## src/rtl/scan_drv_pkg.sv

```systemverilog
// scan_drv_pkg: shared FSM states, op-bit positions and timing helpers for scan_chain_driver
package scan_drv_pkg;
  typedef enum logic [3:0] {
    IDLE, CAP_SU, CAP_C1, CAP_G1, CAP_C2, CAP_G2,
    SH_SU, SH_C1, SH_G1, SH_C2, SH_G2, UPD, UPD_G, DONE
  } state_t;
  localparam int OP_CAPTURE = 0;
  localparam int OP_UPDATE  = 1;
  localparam int CNT_W      = 16;
  function automatic int cycles_per_bit(input int s, input int pw, input int gap);
    return s + 2 * pw + 2 * gap;
  endfunction
endpackage

```

## src/rtl/scan_chain_driver_timer.sv

```systemverilog
// scan_phase_timer: down-counter loaded with a phase length; expire marks the last cycle of the phase
module scan_phase_timer
  import scan_drv_pkg::*;
(
  input  logic             clk,
  input  logic             rst_n,
  input  logic             load,
  input  logic [CNT_W-1:0] len,
  output logic             expire
);
  logic [CNT_W-1:0] cnt;
  always_ff @(posedge clk or negedge rst_n)
    if (!rst_n) cnt <= '0;
    else if (load) cnt <= len - 1'b1;
    else if (cnt != '0) cnt <= cnt - 1'b1;
  assign expire = cnt == '0;
endmodule

```

## src/rtl/scan_chain_driver.sv

```systemverilog
// scan_chain_driver: two-phase scan chain master (capture, N-bit exchange shift, update).
// Define SCAN_OUT_SYNC_EN to put a 2-flop synchronizer on scan_out (setup phase becomes 3 cycles).
module scan_chain_driver
  import scan_drv_pkg::*;
#(
  parameter int NUM_SCAN_BITS = 395,
  parameter int PW            = 2,
  parameter int GAP           = 1
) (
  input  logic                     clk,
  input  logic                     rst_n,
  input  logic                     cmd_valid,
  output logic                     cmd_ready,
  input  logic [1:0]               cmd_op,
  input  logic [NUM_SCAN_BITS-1:0] wr_data,
  output logic [NUM_SCAN_BITS-1:0] rd_data,
  output logic                     done,
  output logic                     busy,
  output logic                     clk1,
  output logic                     clk2,
  output logic                     scan_in,
  output logic                     update,
  output logic                     capture,
  input  logic                     scan_out
);
  localparam int N = NUM_SCAN_BITS;
`ifdef SCAN_OUT_SYNC_EN
  localparam int S = 3;
  logic [1:0] sync;
  logic       so;
  always_ff @(posedge clk or negedge rst_n)
    if (!rst_n) sync <= '0;
    else sync <= {sync[0], scan_out};
  assign so = sync[1];
`else
  localparam int S = 1;
  logic so;
  assign so = scan_out;
`endif
  state_t           state, state_d;
  logic [1:0]       op_q;
  logic [N-1:0]     wr_sr, wr_nx, rd_sr;
  logic [8:0]       bit_q;
  logic [CNT_W-1:0] len;
  logic             expire, accept, bit_end, shift_d;
  assign accept  = cmd_valid && cmd_ready;
  assign bit_end = state == SH_G2 && expire;
  assign busy    = ~cmd_ready;
  always_comb begin
    state_d = state;
    if (state == IDLE) state_d = accept ? (cmd_op[OP_CAPTURE] ? CAP_SU : SH_SU) : IDLE;
    else if (expire)
      case (state)
        CAP_SU:  state_d = CAP_C1;
        CAP_C1:  state_d = CAP_G1;
        CAP_G1:  state_d = CAP_C2;
        CAP_C2:  state_d = CAP_G2;
        CAP_G2:  state_d = SH_SU;
        SH_SU:   state_d = SH_C1;
        SH_C1:   state_d = SH_G1;
        SH_G1:   state_d = SH_C2;
        SH_C2:   state_d = SH_G2;
        SH_G2:   state_d = bit_q != '0 ? SH_SU : op_q[OP_UPDATE] ? UPD : DONE;
        UPD:     state_d = UPD_G;
        UPD_G:   state_d = DONE;
        default: state_d = IDLE;
      endcase
  end
  always_comb begin
    len = state_d inside {CAP_C1, CAP_C2, SH_C1, SH_C2, UPD} ? CNT_W'(PW) :
          state_d inside {CAP_G1, CAP_G2, SH_G1, SH_G2, UPD_G} ? CNT_W'(GAP) :
          state_d == SH_SU ? CNT_W'(S) : CNT_W'(1);
    wr_nx   = accept ? wr_data : bit_end ? {wr_sr[N-2:0], 1'b0} : wr_sr;
    shift_d = state_d inside {SH_SU, SH_C1, SH_G1, SH_C2, SH_G2};
  end
  scan_phase_timer u_timer (
    .clk    (clk),
    .rst_n  (rst_n),
    .load   (state_d != state),
    .len    (len),
    .expire (expire)
  );
  // Outputs are registered from the next state so they line up with the state they belong to.
  always_ff @(posedge clk or negedge rst_n)
    if (!rst_n) begin
      state     <= IDLE;
      op_q      <= '0;
      wr_sr     <= '0;
      rd_sr     <= '0;
      bit_q     <= '0;
      rd_data   <= '0;
      cmd_ready <= 1'b1;
      done      <= 1'b0;
      clk1      <= 1'b0;
      clk2      <= 1'b0;
      scan_in   <= 1'b0;
      update    <= 1'b0;
      capture   <= 1'b0;
    end else begin
      state <= state_d;
      wr_sr <= wr_nx;
      if (accept) begin
        op_q  <= cmd_op;
        bit_q <= 9'(N - 1);
      end else if (bit_end) bit_q <= bit_q - 1'b1;
      if (state == SH_SU && expire) rd_sr <= {rd_sr[N-2:0], so};
      if (state_d == DONE) rd_data <= rd_sr;
      cmd_ready <= state_d == IDLE;
      done      <= state_d == DONE;
      clk1      <= state_d inside {CAP_C1, SH_C1};
      clk2      <= state_d inside {CAP_C2, SH_C2};
      update    <= state_d == UPD;
      capture   <= state_d inside {CAP_SU, CAP_C1, CAP_G1, CAP_C2, CAP_G2};
      scan_in   <= shift_d & wr_nx[N-1];
    end
endmodule

```

## config.mk

```make
export PLATFORM = sky130hd
export DESIGN_NAME = scan_chain_driver
export DESIGN_NICKNAME = d
export VERILOG_FILES = /design/src/rtl/scan_drv_pkg.sv /design/src/rtl/scan_chain_driver_timer.sv /design/src/rtl/scan_chain_driver.sv
export SDC_FILE = /design/constraint.sdc
export NUM_CORES = 2
export LEC_CHECK = 0
export CAP_MARGIN = 40
export CELL_PAD_IN_SITES_DETAIL_PLACEMENT = 0
export CELL_PAD_IN_SITES_GLOBAL_PLACEMENT = 1
export CORE_MARGIN = 8
export CORE_UTILIZATION = 47
export DETAILED_ROUTE_END_ITERATION = 10
export PLACE_DENSITY_LB_ADDON = 0.1
export SETUP_SLACK_MARGIN = 0.02
export SYNTH_ARGS = -nofsm -noshare
export SYNTH_HDL_FRONTEND = slang
export SYNTH_SLANG_ARGS = --single-unit
```

## constraint.sdc

```tcl
create_clock -name clk -period 8.3 [get_ports clk]
set_input_delay 2.075 -clock clk [delete_from_list [all_inputs] [get_ports clk]]
set_output_delay 2.075 -clock clk [all_outputs]
set_load 0.02 [all_outputs]
```

## Yosys cells after proc, flatten, opt, wreduce, memory -nomap -nowiden

Cells that the tools add are included.

- Register bits: 1,223
- Input port bits: 401
- Output and inout bits: 403
- Logic and storage cells: 74

- Add/sub/neg operators: 3
- Eq/ne operators: 25
- Multiplexer cells: 14
- Bitwise operators: 2
- Reductions and logical operators: 15

Operators by type and width:

| kind | count |
|---|---|
| $mux 395 | 2 |
| $pmux 4 s12 | 1 |
| $eq 4x4->1 const B | 10 |
| $eq 4x3->1 const B | 8 |
| $mux 16 | 2 |
| $mux 9 | 2 |
| $eq 4x2->1 const B | 4 |
| $logic_not 16->1 | 1 |
| $reduce_bool 16->1 | 1 |
| $sub 16x1->16 const B | 1 |
| $reduce_bool 5->1 | 3 |
| $mux 4 | 3 |
| $mux 3 | 3 |
| $reduce_bool 9->1 | 1 |
| $sub 9x1->9 const B | 1 |
| $eq 4x1->1 const B | 2 |
| $logic_not 4->1 | 2 |
| $reduce_bool 2->1 | 4 |
| $ne 4x4->1 | 1 |
| $logic_and 1x1->1 | 3 |
| $sub 2x1->3 const B | 1 |
| $mux 2 | 1 |
| $and 1x1->1 | 1 |
| $not 1->1 | 1 |

## Depth between registers and ports, before layout

- Depth after elaboration: 10
- Depth in mapped cells: 13

## Modules after synthesis

A second synthesis with hierarchy kept.

- Cells, all modules: 4,091
- Area, all modules: 50,567.2 sq um

Modules (own cells, without submodules):

| module | instances | cells each | area each (sq um) | sequential area each (sq um) |
|---|---|---|---|---|
| scan_chain_driver | 1 | 3,958 | 49,352.3 | 30,180.2 |
| scan_phase_timer | 1 | 133 | 1,214.9 | 400.4 |

## Least setup slack after synthesis

No wires, ideal clock.

- Kind: input to register
- Start: input port cmd_valid
- End: register rd_data[100]
- Setup time: 125 ps
- Data arrival time: 3,760 ps
- Setup slack: 4,415 ps
- Stages: 10
- Buffers on the path: 3
- Path through: and2_1 -> clkbuf_1 -> and3_1 -> a211o_4 -> and2_4 -> nand2_4 -> inv_6 -> buf_12 -> buf_12 -> mux2_4

- Word-level cells in the longest chain between the ends: 4

Ends and longest elaborated chain:

| element | line | text |
|---|---|---|
| from (decl) | scan_chain_driver.sv:12 | `input logic cmd_valid,` |
| $logic_and 1x1->1 | scan_chain_driver.sv:46 | `assign accept = cmd_valid && cmd_ready;` |
| $mux 3 | scan_chain_driver.sv:51 | `if (state == IDLE) state_d = accept ? (cmd_op[OP_CAPTURE] ? CAP_SU : SH_SU) : IDLE;` |
| $mux 4 | scan_chain_driver.sv:51 |  |
| via state_d[0] | scan_chain_driver.sv:40 | `state_t state, state_d;` |
| $eq 4x4->1 | scan_chain_driver.sv:107 | `if (state_d == DONE) rd_data <= rd_sr;` |
| to (signal assigned) | scan_chain_driver.sv:107 |  |
| to (decl) | scan_chain_driver.sv:16 | `output logic [NUM_SCAN_BITS-1:0] rd_data,` |

The timed path passes the listed nets, and every way through them passes these cells.
A chain may end at the register's enable or synchronous reset.

## Worst setup path after layout

- Start: input port cmd_valid
- End: register wr_sr[147]

- Word-level cells in the longest chain between the ends: 2
- Elaborated cells on any way between the ends: 3
- Those cells by class: 1 x mux; 2 x reduce/logical

Ends and longest elaborated chain:

| element | line | text |
|---|---|---|
| $logic_and 1x1->1 * | scan_chain_driver.sv:46 |  |
| $mux 395 / $reduce_bool 2->1 (equally long branches) | -- |  |
| to (signal assigned) | scan_chain_driver.sv:101 | `wr_sr <= wr_nx;` |
| to (decl) | scan_chain_driver.sv:42 | `logic [N-1:0] wr_sr, wr_nx, rd_sr;` |

Every way passes the cells marked *; elsewhere a longest branch is shown, timed or not.

==> impl_metrics.csv <==
group,metric,value,unit
status,status,"complete, no violations",
global_routing,antenna_found_initial,75,
detailed_routing,viasPerCell,5.21,
timing,setup_slack,3.29,ns
hold_path,hold_depth,1,
yosys,synth_top_family_by_area,"multiplexers",
placed_design,place_congestion,0.811,
clock_tree,ctsResizeCount,0,
clock_tree,numCtsBuffers,134,
placed_design,place_inst,5993,
power,switching_share,20.8,%
cells_and_area,regArea,0.0306,mm²
critical_path,required,8.94,ns
critical_path,end_kind,"flip-flop",
yosys,ys_seq_area_share,60.8,%
clock_tree,clockBufferDepth,3,
timing,finalHoldViolations,0,
timing,slew_headroom,15.9,%
power,peakVddDrop,0.150,mV
timing,rsz0062_at_grt,"no",
global_routing,grt_pass1_wl,206,mm
floorplan,die_x,343,µm
detailed_routing,drc,0,
global_routing,first_global_vias,33400,
timing,finalSetupViolCount,0,
detailed_routing,drtPass1Iterations,5,
critical_path,cp-start-kind,"input port",
yosys,synth_xor_xnor_area_share,0.400,%
clock_tree,post-cts-setup-buffers,0,
critical_path,timing.rr.end,"rd_data[53]",
cells_and_area,syn_to_final_growth,26.7,%
critical_path,r2r-start,"u_timer.cnt[0]",
clock_tree,insertion_delay,0.73,ns
critical_path,critPathArrivalTime,5.65,ns
yosys,synth_adder_area_share,0.0945,%
critical_path,r2r_setup_slack,3.76,ns
timing,post-route-period-util,60.4,%
power,p_leak,30.0,nW
critical_path,r2r_cells,11,
clock_tree,path_clk_slew,0.06,ns
critical_path,path_class,"input port to flip-flop",
global_routing,track_usage,22.5,%
yosys,synth_edf_count,0,
yosys,muxShareOfSynthArea,20.1,%
hold_path,hold_class,"flip-flop to flip-flop",
yosys,synthArstFlopShare,100,%
timing,clock_skew,0.0294,ns
yosys,synth-seq-cells,1222,
yosys,mappedNetlistArea,0.0503,mm²
timing,drv_slew,0,
yosys,synthDistinctLibCells,53,
cells_and_area,multi_input_area,0.0180,mm²
yosys,yosysWarningCount,0,
yosys,synth_top_area_share,60.7,%
yosys,syn_inst,4017,
clock_tree,htreeDepth,4,
hold_path,hold_end,"rd_data[391]",
floorplan,core_area,0.107,mm²
cells_and_area,instances_no_fill,6280,
cells_and_area,fillers,8867,
placed_design,place_hpwl,91.8,mm
floorplan,die_h,343,µm
yosys,yosysTopAreaCell,"dfrtp_1",
floorplan,rows,120,
power,internal-power,9.84,mW
power,seq_power_share,48.0,%
clock_tree,clock-sinks,1222,
global_routing,grt_max_degree,233,
clock_tree,root_buffer,"clkbuf_16",
clock_tree,cts_tree,"yes",
yosys,synth.net_count,4421,
hold_path,hold_path.startpoint,"rd_data[391]",
critical_path,cp_max_fo,231,
placed_design,post-place-ws,2.59,ns
yosys,synth-simple-area-share,9.81,%
yosys,syn_area_per_cell,12.5,µm²
detailed_routing,ant_nets,0,
timing,fin_crit,5.01,ns
power,p_sw,2.58,mW
global_routing,grt_overflow,0,
yosys,synth-main-ff-cell,"dfrtp_1",
detailed_routing,drt-total-wl,135,mm
power,combinationalPowerShare,2.6,%
clock_tree,ctsHoldBuffers,0,
placed_design,io_buffers,803,
timing,timing.setup.tns,0,ns
floorplan,boundaryPins,804,
timing,worstMarginPinSlew,1.26,ns
yosys,synth_area_leaders,"dfrtp_1 (61%), mux2_2 (10%), mux2_4 (9.5%)",
floorplan,dieArea,0.118,mm²
detailed_routing,vias,32700,
yosys,synth_compound_area_share,5.37,%
detailed_routing,wl_per_cell,21.4,µm
cells_and_area,fin_nets,5130,
floorplan,start_util,47.2,%
cells_and_area,drive_above_1_share,21.6,%
timing,fmax,0.199,GHz
run,drv_cap,0,
power,p_per_area,195,mW/mm²
power,clock_power_share,49.4,%
detailed_routing,drtIter0Drc,2297,
power groups by stage:
| stage | combinational [mW] | clock (mW) | sequential [mW] |
|---|---|---|---|
| global route | 0.365 | 6.54 | 5.96 |
| detailed placement | 0.339 | 0 | 6.07 |
| CTS | 0.340 | 6.29 | 5.96 |
| global placement | 0.342 | 0 | 6.07 |
| floorplan | 0.00277 | 0 | 6.07 |
| finish | 0.328 | 6.13 | 5.96 |
synth_stat cells (all sizes together) (2+ instances only):
cell type and instances:
and3 2, or4 8, xnor2 12, nor2 424
mux2 790, nand2b 2, a31oi 397, buf 114
a211oi 4, and2 2, o21a 2, nor3 5
inv 14, nand3 3, or3 4, o2111ai 3
xor2 11, nor4 8, a21oi 6, o21ai 4
nand2 807, dfrtp 1221, clkbuf 154, ha 3
nand4 2
routing by layer:
| layer | wire length [µm] | share of wire [%] | vias to the layer above | global-route usage, % |
|---|---|---|---|---|
| met5 | 378 | 0.28 | - | 0 |
| met4 | 4210 | 3.1 | 58 | 8.54 |
| met3 | 10400 | 7.7 | 246 | 7.80 |
| met2 | 64200 | 48 | 800 | 35.9 |
| met1 | 55500 | 41 | 16400 | 28.1 |
| li1 | - | - | 15200 | - |
per-stage QoR:
stage / power, mW / utilization [%] / cell area (µm²) / hold slack (ns)
after global routing: 12.9 / 59.7 / 63700 / 0.514
after global placement: 6.41 / 55.3 / 58900 / 0.476
after CTS: 12.6 / 59.7 / 63600 / 0.497
after floorplan: 6.07 / - / 50300 / 0.468
final: 12.4 / 59.8 / 63700 / 0.490
after detailed placement: 6.41 / 55.4 / 59000 / 0.484
logic make-up (layout without fill, tap and decap cells):
kind of cell             after synthesis  count (layout)
multiplexers                         791             791
buffers and inverters                282            1099
flip-flops                          1222            1222
other                                  0              43
XOR/XNOR                              23              23
AO/OA/AOI/OAI                        425             425
adder cells (fa/ha/maj)                4               4
AND/OR/NAND/NOR                     1270            1270
cell type report:
type	count	area share (%)
well taps	1403	2.75
flip-flops and latches	1222	48.0
repair buffers	841	13.5
diodes	43	0.169
clock inverters	44	0.868
inverters	14	0.124
multi-input cells	2513	28.3
clock buffers	200	6.37
how the worst max path moves through the flow:
stage | startpoint | to | slack, ns | depth (start not counted)
6_report | cmd_valid | wr_sr[147] | 3.29 | 8
5_1_grt | cmd_valid | wr_sr[240] | 3.06 | 8
4_1_cts | cmd_valid | rd_data[117] | 3.38 | 9
3_5_place_dp | cmd_valid | rd_data[117] | 2.59 | 9
3_3_place_gp | cmd_valid | rd_data[119] | 1.95 | 9
2_1_floorplan | cmd_valid | rd_data[100] | 4.41 | 10
sequential cells by signal, indices dropped and copies added, names as in the netlist, 4 cells and up:
register,cells
rd_data,395
rd_sr,395
wr_sr,395
u_timer.cnt,16
bit_q,9
state,4
cells in the final DEF (no fill, tap or decap), types with 20 or more instances in the layout:
| master | count |
|---|---|
| dfrtp_1 | 1221 |
| nand2_1 | 805 |
| clkdlybuf4s50_1 | 802 |
| mux2_2 | 451 |
| nor2_1 | 424 |
| a31oi_1 | 397 |
| mux2_4 | 319 |
| clkbuf_16 | 139 |
| diode_2 | 43 |
| clkbuf_8 | 35 |
| clkbuf_1 | 26 |
| clkinv_2 | 23 |
| mux2_1 | 20 |
| buf_4 | 20 |
critical path, cell delays in order:
cell and delay [ns]:
clkdlybuf4s50_1 0.46, nand2_4 0.49, buf_12 0.72, buf_4 0.42, buf_16 0.30, buf_4 0.61
nor2_1 0.10, a31oi_1 0.17
Power figures use the tool's default switching activity.
